<file path="src/rtl/safe_pkg.sv">
// Shared types and constants for the safe controller input path.
package safe_pkg;

  typedef enum logic [1:0] {
    KEY_IDLE         = 2'd0,
    KEY_PRESS_WAIT   = 2'd1,
    KEY_HELD         = 2'd2,
    KEY_RELEASE_WAIT = 2'd3
  } key_state_t;

  // Push-buttons on the board pull low when pressed.
  localparam logic KEY_PRESSED_LEVEL = 1'b0;

  localparam int DEFAULT_DEBOUNCE_CYCLES = 500000;
  localparam int DEFAULT_REPEAT_DELAY    = 25000000;
  localparam int DEFAULT_REPEAT_PERIOD   = 5000000;

endpackage

</file>
<file path="src/rtl/safe_input_conditioner_if.sv">
// Raw board inputs and conditioned outputs of the input conditioner.
interface safe_input_conditioner_if #(
  parameter int N_KEYS = 2,
  parameter int N_SW   = 10
);

  logic [N_KEYS-1:0] key_n_raw;
  logic [N_SW-1:0]   sw_raw;
  logic [N_KEYS-1:0] key_level;
  logic [N_KEYS-1:0] key_press;
  logic [N_KEYS-1:0] key_release;
  logic [N_SW-1:0]   sw_stable;
  logic              sw_changed;

  modport master (
    input  key_n_raw,
    input  sw_raw,
    output key_level,
    output key_press,
    output key_release,
    output sw_stable,
    output sw_changed
  );

  modport slave (
    output key_n_raw,
    output sw_raw,
    input  key_level,
    input  key_press,
    input  key_release,
    input  sw_stable,
    input  sw_changed
  );

endinterface

</file>
<file path="src/rtl/debounce_cell.sv">
// Two-flop synchroniser plus debounce counter for one asynchronous input bit.
module debounce_cell
  import safe_pkg::*;
#(
  parameter int   DEBOUNCE_CYCLES = DEFAULT_DEBOUNCE_CYCLES,
  parameter logic IDLE_VAL        = 1'b0
) (
  input  logic clk,
  input  logic rst,
  input  logic din,
  output logic sync,
  output logic stable,
  output logic rise,
  output logic fall
);

  localparam int                CNT_W    = $clog2(DEBOUNCE_CYCLES);
  localparam logic [CNT_W-1:0]  CNT_LAST = CNT_W'(DEBOUNCE_CYCLES - 1);

  logic             meta_r;
  logic             sync_r;
  logic             stable_r;
  logic [CNT_W-1:0] cnt_r;
  logic             differ_s;
  logic             done_s;

  assign differ_s = sync_r ^ stable_r;
  assign done_s   = differ_s & (cnt_r == CNT_LAST);

  // Synchronise, then accept a new value only after an unbroken run of DEBOUNCE_CYCLES.
  always_ff @(posedge clk or posedge rst) begin
    if (rst) begin
      meta_r   <= IDLE_VAL;
      sync_r   <= IDLE_VAL;
      stable_r <= IDLE_VAL;
      cnt_r    <= {CNT_W{1'b0}};
    end else begin
      meta_r <= din;
      sync_r <= meta_r;
      if (!differ_s) begin
        cnt_r <= {CNT_W{1'b0}};
      end else if (done_s) begin
        stable_r <= sync_r;
        cnt_r    <= {CNT_W{1'b0}};
      end else if (cnt_r != CNT_LAST) begin
        cnt_r <= cnt_r + CNT_W'(1);
      end
    end
  end

  // Strobes fire in the cycle before stable flips so consumers can register them alongside it.
  assign sync   = sync_r;
  assign stable = stable_r;
  assign rise   = done_s & ~stable_r;
  assign fall   = done_s &  stable_r;

endmodule

</file>
<file path="src/rtl/safe_input_conditioner.sv">
// Debounced keys (with press/release pulses) and switches for the safe controller.
// Define SAFE_AUTO_REPEAT_EN to build key auto-repeat while a key is held.
module safe_input_conditioner
  import safe_pkg::*;
#(
  parameter int N_KEYS          = 2,
  parameter int N_SW            = 10,
  parameter int DEBOUNCE_CYCLES = DEFAULT_DEBOUNCE_CYCLES,
  parameter int REPEAT_DELAY    = DEFAULT_REPEAT_DELAY,
  parameter int REPEAT_PERIOD   = DEFAULT_REPEAT_PERIOD
) (
  input  logic                       clk,
  input  logic                       RESET,
  safe_input_conditioner_if.master   bus
);

  logic [N_KEYS-1:0] key_level_s;
  logic [N_KEYS-1:0] key_press_s;
  logic [N_KEYS-1:0] key_release_s;
  logic [N_SW-1:0]   sw_stable_s;
  logic [N_SW-1:0]   sw_rise_s;
  logic [N_SW-1:0]   sw_fall_s;
  logic [N_SW-1:0]   sw_sync_unused;
  logic              sw_changed_r;

  for (genvar k = 0; k < N_KEYS; k++) begin : g_key
    logic       sync_s;
    logic       stable_unused;
    logic       rise_s;
    logic       fall_s;
    logic       pressed_s;
    logic       press_done_s;
    logic       release_done_s;
    logic       rpt_fire_s;
    key_state_t state_r;
    logic       press_r;
    logic       release_r;
    logic       level_r;

    debounce_cell #(
      .DEBOUNCE_CYCLES (DEBOUNCE_CYCLES),
      .IDLE_VAL        (~KEY_PRESSED_LEVEL)
    ) u_cell (
      .clk    (clk),
      .rst    (RESET),
      .din    (bus.key_n_raw[k]),
      .sync   (sync_s),
      .stable (stable_unused),
      .rise   (rise_s),
      .fall   (fall_s)
    );

    assign pressed_s      = (sync_s == KEY_PRESSED_LEVEL);
    assign press_done_s   = (KEY_PRESSED_LEVEL == 1'b0) ? fall_s : rise_s;
    assign release_done_s = (KEY_PRESSED_LEVEL == 1'b0) ? rise_s : fall_s;

`ifdef SAFE_AUTO_REPEAT_EN
    localparam int RPT_W = (REPEAT_DELAY > 1) ? $clog2(REPEAT_DELAY) : 1;
    logic [RPT_W-1:0] rpt_cnt_r;

    assign rpt_fire_s = (state_r == KEY_HELD) && (rpt_cnt_r == RPT_W'(REPEAT_DELAY - 1));

    // Reload after each repeat so later pulses are REPEAT_PERIOD apart.
    always_ff @(posedge clk or posedge RESET) begin
      if (RESET) begin
        rpt_cnt_r <= {RPT_W{1'b0}};
      end else if (state_r != KEY_HELD) begin
        rpt_cnt_r <= {RPT_W{1'b0}};
      end else if (rpt_fire_s) begin
        rpt_cnt_r <= RPT_W'(REPEAT_DELAY - REPEAT_PERIOD);
      end else begin
        rpt_cnt_r <= rpt_cnt_r + RPT_W'(1);
      end
    end
`else
    assign rpt_fire_s = 1'b0;
`endif

    // Key FSM tracks the debounce cell so press/release pulses line up with its count.
    always_ff @(posedge clk or posedge RESET) begin
      if (RESET) begin
        state_r   <= KEY_IDLE;
        press_r   <= 1'b0;
        release_r <= 1'b0;
        level_r   <= 1'b0;
      end else begin
        press_r   <= 1'b0;
        release_r <= 1'b0;
        case (state_r)
          KEY_IDLE: begin
            if (pressed_s) state_r <= KEY_PRESS_WAIT;
          end
          KEY_PRESS_WAIT: begin
            if (!pressed_s) begin
              state_r <= KEY_IDLE;
            end else if (press_done_s) begin
              state_r <= KEY_HELD;
              press_r <= 1'b1;
              level_r <= 1'b1;
            end
          end
          KEY_HELD: begin
            if (!pressed_s) begin
              state_r <= KEY_RELEASE_WAIT;
            end else if (rpt_fire_s) begin
              press_r <= 1'b1;
            end
          end
          KEY_RELEASE_WAIT: begin
            if (pressed_s) begin
              state_r <= KEY_HELD;
            end else if (release_done_s) begin
              state_r   <= KEY_IDLE;
              release_r <= 1'b1;
              level_r   <= 1'b0;
            end
          end
          default: begin
            state_r <= KEY_IDLE;
            level_r <= 1'b0;
          end
        endcase
      end
    end

    assign key_level_s[k]   = level_r;
    assign key_press_s[k]   = press_r;
    assign key_release_s[k] = release_r;
  end

  for (genvar s = 0; s < N_SW; s++) begin : g_sw
    debounce_cell #(
      .DEBOUNCE_CYCLES (DEBOUNCE_CYCLES),
      .IDLE_VAL        (1'b0)
    ) u_cell (
      .clk    (clk),
      .rst    (RESET),
      .din    (bus.sw_raw[s]),
      .sync   (sw_sync_unused[s]),
      .stable (sw_stable_s[s]),
      .rise   (sw_rise_s[s]),
      .fall   (sw_fall_s[s])
    );
  end

  // One change pulse however many switches settle together.
  always_ff @(posedge clk or posedge RESET) begin
    if (RESET) begin
      sw_changed_r <= 1'b0;
    end else begin
      sw_changed_r <= |(sw_rise_s | sw_fall_s);
    end
  end

  assign bus.key_level   = key_level_s;
  assign bus.key_press   = key_press_s;
  assign bus.key_release = key_release_s;
  assign bus.sw_stable   = sw_stable_s;
  assign bus.sw_changed  = sw_changed_r;

endmodule

</file>
<file path="src/flat_wrapper.sv">
// flat-port wrapper written by rule: the top's interface ports become plain ports
module safe_input_conditioner_flat import safe_pkg::*;
#(
  parameter int N_KEYS          = 2,
  parameter int N_SW            = 10,
  parameter int DEBOUNCE_CYCLES = DEFAULT_DEBOUNCE_CYCLES,
  parameter int REPEAT_DELAY    = DEFAULT_REPEAT_DELAY,
  parameter int REPEAT_PERIOD   = DEFAULT_REPEAT_PERIOD
)
  (clk, RESET, bus_key_n_raw, bus_sw_raw, bus_key_level, bus_key_press, bus_key_release, bus_sw_stable, bus_sw_changed);
  safe_input_conditioner_if #(.N_KEYS(N_KEYS), .N_SW(N_SW)) bus_i ();
  input  logic clk;
  input  logic RESET;
  input wire logic [$bits(bus_i.key_n_raw)-1:0] bus_key_n_raw;
  input wire logic [$bits(bus_i.sw_raw)-1:0] bus_sw_raw;
  output wire logic [$bits(bus_i.key_level)-1:0] bus_key_level;
  output wire logic [$bits(bus_i.key_press)-1:0] bus_key_press;
  output wire logic [$bits(bus_i.key_release)-1:0] bus_key_release;
  output wire logic [$bits(bus_i.sw_stable)-1:0] bus_sw_stable;
  output wire logic [$bits(bus_i.sw_changed)-1:0] bus_sw_changed;
  assign bus_i.key_n_raw = bus_key_n_raw;
  assign bus_i.sw_raw = bus_sw_raw;
  assign bus_key_level = bus_i.key_level;
  assign bus_key_press = bus_i.key_press;
  assign bus_key_release = bus_i.key_release;
  assign bus_sw_stable = bus_i.sw_stable;
  assign bus_sw_changed = bus_i.sw_changed;
  safe_input_conditioner #(.N_KEYS(N_KEYS), .N_SW(N_SW), .DEBOUNCE_CYCLES(DEBOUNCE_CYCLES), .REPEAT_DELAY(REPEAT_DELAY), .REPEAT_PERIOD(REPEAT_PERIOD)) u_core (.clk(clk), .RESET(RESET), .bus(bus_i));
endmodule
</file>
<file path="config.mk">
export PLATFORM = sky130hd
export DESIGN_NAME = safe_input_conditioner_flat
export DESIGN_NICKNAME = d
export VERILOG_FILES = /design/src/rtl/safe_pkg.sv /design/src/rtl/safe_input_conditioner_if.sv /design/src/rtl/debounce_cell.sv /design/src/rtl/safe_input_conditioner.sv /design/src/flat_wrapper.sv
export SDC_FILE = /design/constraint.sdc
export NUM_CORES = 1
export LEC_CHECK = 0
export ABC_AREA = 0
export CAP_MARGIN = 20
export CELL_PAD_IN_SITES_DETAIL_PLACEMENT = 2
export CELL_PAD_IN_SITES_GLOBAL_PLACEMENT = 2
export CORE_MARGIN = 1.5
export CORE_UTILIZATION = 41
export CTS_CLUSTER_DIAMETER = 200
export CTS_CLUSTER_SIZE = 12
export DETAILED_ROUTE_END_ITERATION = 10
export PLACE_DENSITY = 0.78
export SLEW_MARGIN = 20
export SYNTH_ARGS = -nofsm -noshare
export SYNTH_HDL_FRONTEND = slang
export SYNTH_HIERARCHICAL = 1
export SYNTH_SLANG_ARGS = --single-unit
</file>
<file path="constraint.sdc">
create_clock -name clk -period 2.9 [get_ports clk]
set_clock_uncertainty 0.2 [all_clocks]
set_input_delay 0.58 -clock clk [delete_from_list [all_inputs] [get_ports clk]]
set_output_delay 0.58 -clock clk [all_outputs]
set_load 0.005 [all_outputs]
</file>
==> results of run 1 <==
==> stage by stage <==
step	cell area (µm²)	power (mW)	util (%)	instances
after floorplan	13700	4.20	-	1369
after global placement	14600	4.33	44.6	1827
after detailed placement	14600	4.34	44.6	1827
after CTS	15400	7.58	46.9	1875
after global routing	15400	7.74	46.9	1875
final	15400	7.45	46.9	1875
==> worst max-delay path, cell delays in order, from the launching register on <==
cell	delay [ps]
sky130_fd_sc_hd__dfrtp_1	430
sky130_fd_sc_hd__ha_1	280
sky130_fd_sc_hd__and4_1	280
sky130_fd_sc_hd__nand2_1	130
sky130_fd_sc_hd__or3_1	210
sky130_fd_sc_hd__nor3_1	90
sky130_fd_sc_hd__nor4_1	700
sky130_fd_sc_hd__and3_1	290
sky130_fd_sc_hd__nand3_1	90
==> layout by cell type, fill, tap and decap left out, types with 3 or more instances in the layout <==
master                            Yosys  layout
sky130_fd_sc_hd__or4_4               11      11
sky130_fd_sc_hd__dfstp_2              6       6
sky130_fd_sc_hd__or3_4                3       3
sky130_fd_sc_hd__dfrtp_1            269     269
sky130_fd_sc_hd__nand4_1             72      72
sky130_fd_sc_hd__ha_1                12      12
sky130_fd_sc_hd__xor2_1              73      73
sky130_fd_sc_hd__buf_4                6      38
sky130_fd_sc_hd__and4_1              12      12
sky130_fd_sc_hd__nor3_1              48      48
sky130_fd_sc_hd__xnor2_1            130     130
sky130_fd_sc_hd__o31ai_2             11      11
sky130_fd_sc_hd__and3_1              13      13
sky130_fd_sc_hd__mux2_2              11      11
sky130_fd_sc_hd__clkbuf_1            11      21
sky130_fd_sc_hd__nor4_1              63      63
sky130_fd_sc_hd__nor3b_1             13      13
sky130_fd_sc_hd__or4_1               13      13
sky130_fd_sc_hd__nand2_1            100     100
sky130_fd_sc_hd__inv_1               27      27
sky130_fd_sc_hd__mux2_4               3       3
sky130_fd_sc_hd__or3_1               35      35
sky130_fd_sc_hd__nand4_2             12      12
sky130_fd_sc_hd__clkbuf_16            0      27
sky130_fd_sc_hd__nand4_4             11      11
sky130_fd_sc_hd__o21ai_0             26      26
sky130_fd_sc_hd__nand3_1             63      63
sky130_fd_sc_hd__a21oi_1             28      28
sky130_fd_sc_hd__nor2_1             227     227
sky130_fd_sc_hd__nor4b_1             11      11
sky130_fd_sc_hd__clkdlybuf4s50_1      0      30
==> worst max path at each step <==
| stage | start | to | slack, ps | cells past startpoint |
|---|---|---|---|---|
| 2_1_floorplan | u_core/g_key[0].u_cell/cnt_r[0] | u_core/g_key[0].level_r | 690 | 8 |
| 3_3_place_gp | u_core/g_sw[7].u_cell/cnt_r[0] | u_core/bus.sw_changed | 390 | 8 |
| 3_5_place_dp | u_core/g_sw[7].u_cell/cnt_r[0] | u_core/bus.sw_changed | 260 | 8 |
| 4_1_cts | u_core/g_sw[7].u_cell/cnt_r[0] | u_core/bus.sw_changed | 140 | 8 |
| 5_1_grt | u_core/g_sw[7].u_cell/cnt_r[0] | u_core/bus.sw_changed | 6 | 8 |
| 6_report | u_core/g_sw[7].u_cell/cnt_r[0] | u_core/bus.sw_changed | 70 | 8 |
==> metal layers <==
layer	GRT usage [%]	vias up
met5	0	-
met4	4.81	0
met3	2.68	51
met2	38.9	95
met1	27.3	5363
li1	-	4884
==> cell families (layout without fill, tap and decap cells) <==
family / after synthesis / count (layout) / share of synthesized area, %
xor+xnor: 203 / 203 / 12.9
buf+inv: 79 / 143 / 2.64
fa+ha+maj: 12 / 12 / 1.09
mux: 14 / 14 / 1.23
simple gates: 714 / 714 / 28.5
flops: 275 / 275 / 50.1
compound gates: 72 / 72 / 3.47
==> state kept, by name (all words and copies together) (netlist names), named ones only <==
register / flops
u_core/g_sw.u_cell/meta_r: 10
u_core/g_key.level_r: 2
u_core/bus.sw_changed: 1
u_core/g_key.state_r: 2
u_core/g_key.u_cell/cnt_r: 38
u_core/g_key.u_cell/stable: 2
u_core/g_key.u_cell/meta_r: 2
u_core/g_sw.u_cell/stable: 10
u_core/g_key.u_cell/sync: 2
u_core/g_key.press_r: 2
u_core/g_key.release_r: 2
u_core/g_sw.u_cell/cnt_r: 190
u_core/g_sw.u_cell/sync: 10
==> power groups by stage <==
stage | registers (mW) | logic [mW] | clock network (mW)
6_report | 3.97 | 0.294 | 3.18
4_1_cts | 3.97 | 0.307 | 3.30
2_1_floorplan | 4.01 | 0.195 | 0
3_3_place_gp | 4.03 | 0.292 | 0
5_1_grt | 3.98 | 0.338 | 3.43
3_5_place_dp | 4.04 | 0.302 | 0
==> layout make-up <==
type                            count  area, µm²
Sequential cell                   275       6890
Fill cell                        3452      17400
Multi-Input combinational cell   1015       6500
Tap cell                          442        553
Timing Repair Buffer               68        586
Clock buffer                       48        754
Inverter                           27        101
==> results.json, run 1 <==
{
  "outcome": "finished, final reports clean",
  "final-hold-violation-count": 0,
  "postCtsResizedCells": 0,
  "synthMostInstantiatedCell": "sky130_fd_sc_hd__dfrtp_1",
  "cellLeakagePower_nw": 6.10,
  "route.met3.wl_um": 917,
  "worst_pin_slew_ps": 775,
  "yosys_warnings": 6,
  "vias": 10400,
  "setup.reg_to_reg.worst_slack_ps": 70,
  "cts.repair_timing.setup_buffer_count": 0,
  "critPathKind": "reg -> reg",
  "worst_r2r_endpoint": "u_core/bus.sw_changed",
  "tns_ps": 0,
  "ys_types": 40,
  "synth.ff_latch_count": 275,
  "synth_top_flop_cell": "sky130_fd_sc_hd__dfrtp_1",
  "area_delta_synth_final_pct": 11.9,
  "post_route_cells_drive_above_1_share_pct": 9.77,
  "power.internal_mw": 5.74,
  "post_synth_arst_share_pct": 100,
  "boundaryPins": 31,
  "drt.antenna.violating_nets": 0,
  "p_comb_share_pct": 3.9,
  "synth.top_cells.by_area": "sky130_fd_sc_hd__dfrtp_1 (49%), sky130_fd_sc_hd__xnor2_1 (8.3%), sky130_fd_sc_hd__nor2_1 (6.2%)",
  "drt_pass1_iterations": 4,
  "power_frac_clock_pct": 42.7,
  "critical_path_arrival_ps": 3040,
  "timing.critical_path.from_type": "flop",
  "first_global_vias": 11600,
  "cts.hold.buffers_added": 0,
  "maxCapViolations": 0,
  "hold_path.class": "reg -> reg",
  "place.detailed.hpwl_mm": 24.6,
  "required_ps": 3110,
  "final.hold.worst_slack_ps": 149,
  "antenna-diode-count": 0,
  "post-route-worst-setup-slack_ps": 68.2,
  "clockRootBuffer": "sky130_fd_sc_hd__clkbuf_16",
  "unrepaired_setup_endpoints_after_global_routing": "false",
  "clk_sinks": 275,
  "report.final.slew_viol_count": 0,
  "synth-edff-count": 0,
  "wl_met1_mm": 15.4,
  "worstPathMaxFanout": 4,
  "max-clock-path-buffers": 3,
  "htree_num_levels": 1,
  "cts.clk_slew.worst_paths_ps": 60,
  "synth_top_cells_by_count": "sky130_fd_sc_hd__dfrtp_1 (269), sky130_fd_sc_hd__nor2_1 (227), sky130_fd_sc_hd__xnor2_1 (130), sky130_fd_sc_hd__nand2_1 (100), sky130_fd_sc_hd__xor2_1 (73)",
  "synth.net_count": 1395,
  "port_buffers": 30,
  "route.detailed.drc": 0,
  "viasPerCell": 5.54,
  "drt-total-wl_mm": 35.1,
  "worstHoldStart": "u_core/g_sw[8].u_cell/meta_r",
  "postSynthCellCount": 1369,
  "timing.hold.worst_endpoint": "u_core/g_sw[8].u_cell/sync",
  "detailedPlace.worstSlack_ps": 256,
  "post_synth.cell_area_avg_um2": 10.0,
  "relSlewSlack_pct": 47.9,
  "period_needed_ps": 2830,
  "synth_area_mm2": 0.0137,
  "floorplan.die.width_um": 186,
  "overflow": 0,
  "min_path_cells": 0,
  "grt_pass1_wl_mm": 60.2,
  "yosys.area.top_type_share_pct": 49.0,
  "vdd_drop_max_uv": 415,
  "detail_route.iter0.violations": 282,
  "route.met2.wl_mm": 18.2,
  "floorplan.initialDensity_pct": 41.9,
  "setup_violations": 0,
  "length_in_cells_of_the_worst_reg_to_reg_path": 8,
  "seq_power_share_pct": 53.3,
  "worst_setup_path_end_kind": "flop",
  "fmax_ghz": 0.353,
  "sw_frac_of_total_pct": 23.0,
  "ys_seq_area_share_pct": 50.1,
  "total_track_usage_pct": 21.5,
  "core-area_mm2": 0.0328,
  "power_density_mw_per_mm2": 484,
  "nets": 1439,
  "tritoncts": "built",
  "period_share_pct": 97.6,
  "std_cell_rows": 66,
  "die_h_um": 186,
  "p_sw_mw": 1.71,
  "antenna_violations_before_repair": 0,
  "average_wire_per_cell_in_the_routed_design_um": 18.7,
  "r2r-start": "u_core/g_sw[7].u_cell/cnt_r[0]",
  "clock_latency_ps": 550,
  "grt_start_max_net_pins": 23,
  "synth_largest_area_cell": "sky130_fd_sc_hd__dfrtp_1",
  "highest_layer": "met4",
  "dieArea_mm2": 0.0346,
  "cts-buffers-inserted": 26,
  "globalplace.congestion": 0.752
}
(Power assumes the default switching activity.)
==> run 2: changes to the inputs <==
SYNTH_HIERARCHICAL = default   (was 1)
==> results.json, run 2 <==
{
  "outcome": "finished, final reports clean",
  "final-hold-violation-count": 0,
  "ys_types": 50,
  "synthMostInstantiatedCell": "sky130_fd_sc_hd__nor2_1",
  "ys_seq_area_share_pct": 54.3,
  "drt_pass1_iterations": 4,
  "yosys.area.top_type_share_pct": 53.0,
  "power_density_mw_per_mm2": 520,
  "clock_latency_ps": 540,
  "largest-register": "u_core.g_sw.u_cell.cnt_r",
  "final_common_cell": "sky130_fd_sc_hd__nor2_1",
  "drt.antenna.violating_nets": 0,
  "vias": 8918,
  "cellLeakagePower_nw": 5.95,
  "synth_top_cells_by_count": "sky130_fd_sc_hd__nor2_1 (273), sky130_fd_sc_hd__dfrtp_1 (269), sky130_fd_sc_hd__xor2_1 (114), sky130_fd_sc_hd__xnor2_1 (101), sky130_fd_sc_hd__nand3_1 (94)",
  "post_synth_arst_share_pct": 100,
  "synth.ff_latch_count": 275,
  "grt_pass1_wl_mm": 51.2,
  "hold_path.class": "reg -> reg",
  "critPathKind": "reg -> reg",
  "worst_pin_slew_ps": 708,
  "worstPathMaxFanout": 11,
  "largest_register_ff_count": 190,
  "report.final.slew_viol_count": 0,
  "yosys_warnings": 0,
  "synth.net_count": 1270,
  "clk_sinks": 275,
  "synth_area_mm2": 0.0127,
  "detail_route.iter0.violations": 366,
  "num-fill-cells": 3198,
  "final.hold.worst_slack_ps": 148,
  "post_synth.cell_area_avg_um2": 10.2,
  "cts.clk_slew.worst_paths_ps": 60,
  "vdd_drop_max_uv": 400,
  "floorplan.die.width_um": 179,
  "relSlewSlack_pct": 52.5,
  "grt_start_max_net_pins": 83,
  "total_track_usage_pct": 19.5,
  "globalplace.congestion": 0.740,
  "die_h_um": 179,
  "average_wire_per_cell_in_the_routed_design_um": 17.5,
  "drt-total-wl_mm": 29.5,
  "max-clock-path-buffers": 3,
  "instance_count_after_placement_with_tap_cells_included": 1647,
  "synth_top_flop_cell": "sky130_fd_sc_hd__dfrtp_1",
  "maxCapViolations": 0,
  "std_cell_rows": 64,
  "port_buffers": 30,
  "route.detailed.drc": 0,
  "biggestRegsByFlops": "u_core.g_sw.u_cell.cnt_r x190, u_core.g_key.u_cell.cnt_r x38",
  "unrepaired_setup_endpoints_after_global_routing": "false",
  "synth_largest_area_cell": "sky130_fd_sc_hd__dfrtp_1",
  "critical_path_arrival_ps": 2700,
  "cts.repair_timing.setup_buffer_count": 0,
  "cts.hold.buffers_added": 0,
  "nets": 1305,
  "timing.critical_path.from_type": "flop",
  "core-area_mm2": 0.0305,
  "setup_violations": 0,
  "dieArea_mm2": 0.0320,
  "overflow": 0,
  "antenna-diode-count": 0,
  "postCtsResizedCells": 0,
  "viasPerCell": 5.29,
  "required_ps": 3120,
  "clockRootBuffer": "sky130_fd_sc_hd__clkbuf_16",
  "area_delta_synth_final_pct": 11.1,
  "tritoncts": "built",
  "place.detailed.hpwl_mm": 19.5,
  "fmax_ghz": 0.402,
  "layoutNonFillerInstCount": 1685,
  "final_cell_mix": "sky130_fd_sc_hd__nor2_1 (273), sky130_fd_sc_hd__dfrtp_1 (269), sky130_fd_sc_hd__xor2_1 (114)",
  "first_global_vias": 10200,
  "boundaryPins": 31,
  "period_needed_ps": 2490,
  "synth.top_cells.by_area": "sky130_fd_sc_hd__dfrtp_1 (53%), sky130_fd_sc_hd__nor2_1 (8.1%), sky130_fd_sc_hd__xor2_1 (7.9%)",
  "antenna_violations_before_repair": 0,
  "synth-edff-count": 0,
  "period_share_pct": 85.7,
  "cts-buffers-inserted": 26,
  "floorplan.initialDensity_pct": 41.6,
  "setup.reg_to_reg.worst_slack_ps": 410,
  "htree_num_levels": 1,
  "post_route_cells_drive_above_1_share_pct": 6.44,
  "worst_setup_path_end_kind": "flop",
  "postSynthCellCount": 1244
}
run 2: final timing paths:
| path | startpoint | endpoint | depth (start not counted) |
|---|---|---|---|
| setup / recovery | u_core.g_sw[2].u_cell.cnt_r[5] | u_core.g_sw[2].u_cell.cnt_r[0] | 6 |
| hold / removal | u_core.g_sw[5].u_cell.meta_r | u_core.g_sw[5].u_cell.sync | 0 |
| max in group asynchronous | RESET | u_core.g_sw[2].u_cell.cnt_r[4] | 3 |
| min in group asynchronous | RESET | u_core.g_key[1].u_cell.cnt_r[15] | 2 |
| hold reg to reg | u_core.g_sw[5].u_cell.meta_r | u_core.g_sw[5].u_cell.sync | 0 |
| setup reg to reg | u_core.g_sw[2].u_cell.cnt_r[5] | u_core.g_sw[2].u_cell.cnt_r[0] | 6 |
run 2: critical path, stage by stage (launching register included):
cell                      delay (ps)
sky130_fd_sc_hd__dfrtp_1         430
sky130_fd_sc_hd__or2b_2          300
sky130_fd_sc_hd__or4_1           450
sky130_fd_sc_hd__nor4_2          360
sky130_fd_sc_hd__or2_1           320
sky130_fd_sc_hd__buf_4           240
sky130_fd_sc_hd__nor2_1           70
run 2: per-layer routing:
layer / share of wire [%] / vias to the layer above / GRT usage, % / routed length (µm)
li1: - / 4215 / - / -
met1: 45 / 4581 / 25.1 / 13300
met2: 50 / 76 / 34.6 / 14900
met3: 2.0 / 46 / 2.31 / 581
met4: 2.5 / 0 / 5.14 / 731
met5: 0 / - / 0 / 0
run 2: area by class of cell:
cell class | instances | area, µm² | share of cell area, %
clock buffer | 38 | 717 | 5.08
inverter | 35 | 135 | 0.958
timing repair buffer | 51 | 495 | 3.51
sequential | 275 | 6890 | 48.8
tap | 396 | 495 | 3.51
multi-input combinational | 890 | 5370 | 38.1
run 2: power breakdown:
group | total, mW | internal, mW | switching [mW]
logic | 0.263 | 0.0829 | 0.180
registers | 3.95 | 3.90 | 0.0550
clock network | 3.12 | 1.68 | 1.43
run 2: per-stage QoR:
stage	util, %	area [µm²]	TNS, ps	worst slack (ps)	power, mW
detailed placement	43.9	13400	0	385	4.30
global route	46.2	14100	0	257	7.62
finish	46.2	14100	0	414	7.33
CTS	46.2	14100	0	367	7.47
floorplan	-	12700	-410140	-1510	4.20
global placement	43.9	13400	0	466	4.28
run 2: cell families after synthesis:
family,count (synthesis),synth area share [%]
AOI/OAI and AO/OA,15,0.759
muxes,10,0.887
adders and majority gates,12,1.18
xor gates and xnor gates,215,14.8
buffers and inverters,79,3.42
DFF,275,54.3
and+or+nand+nor,638,24.7
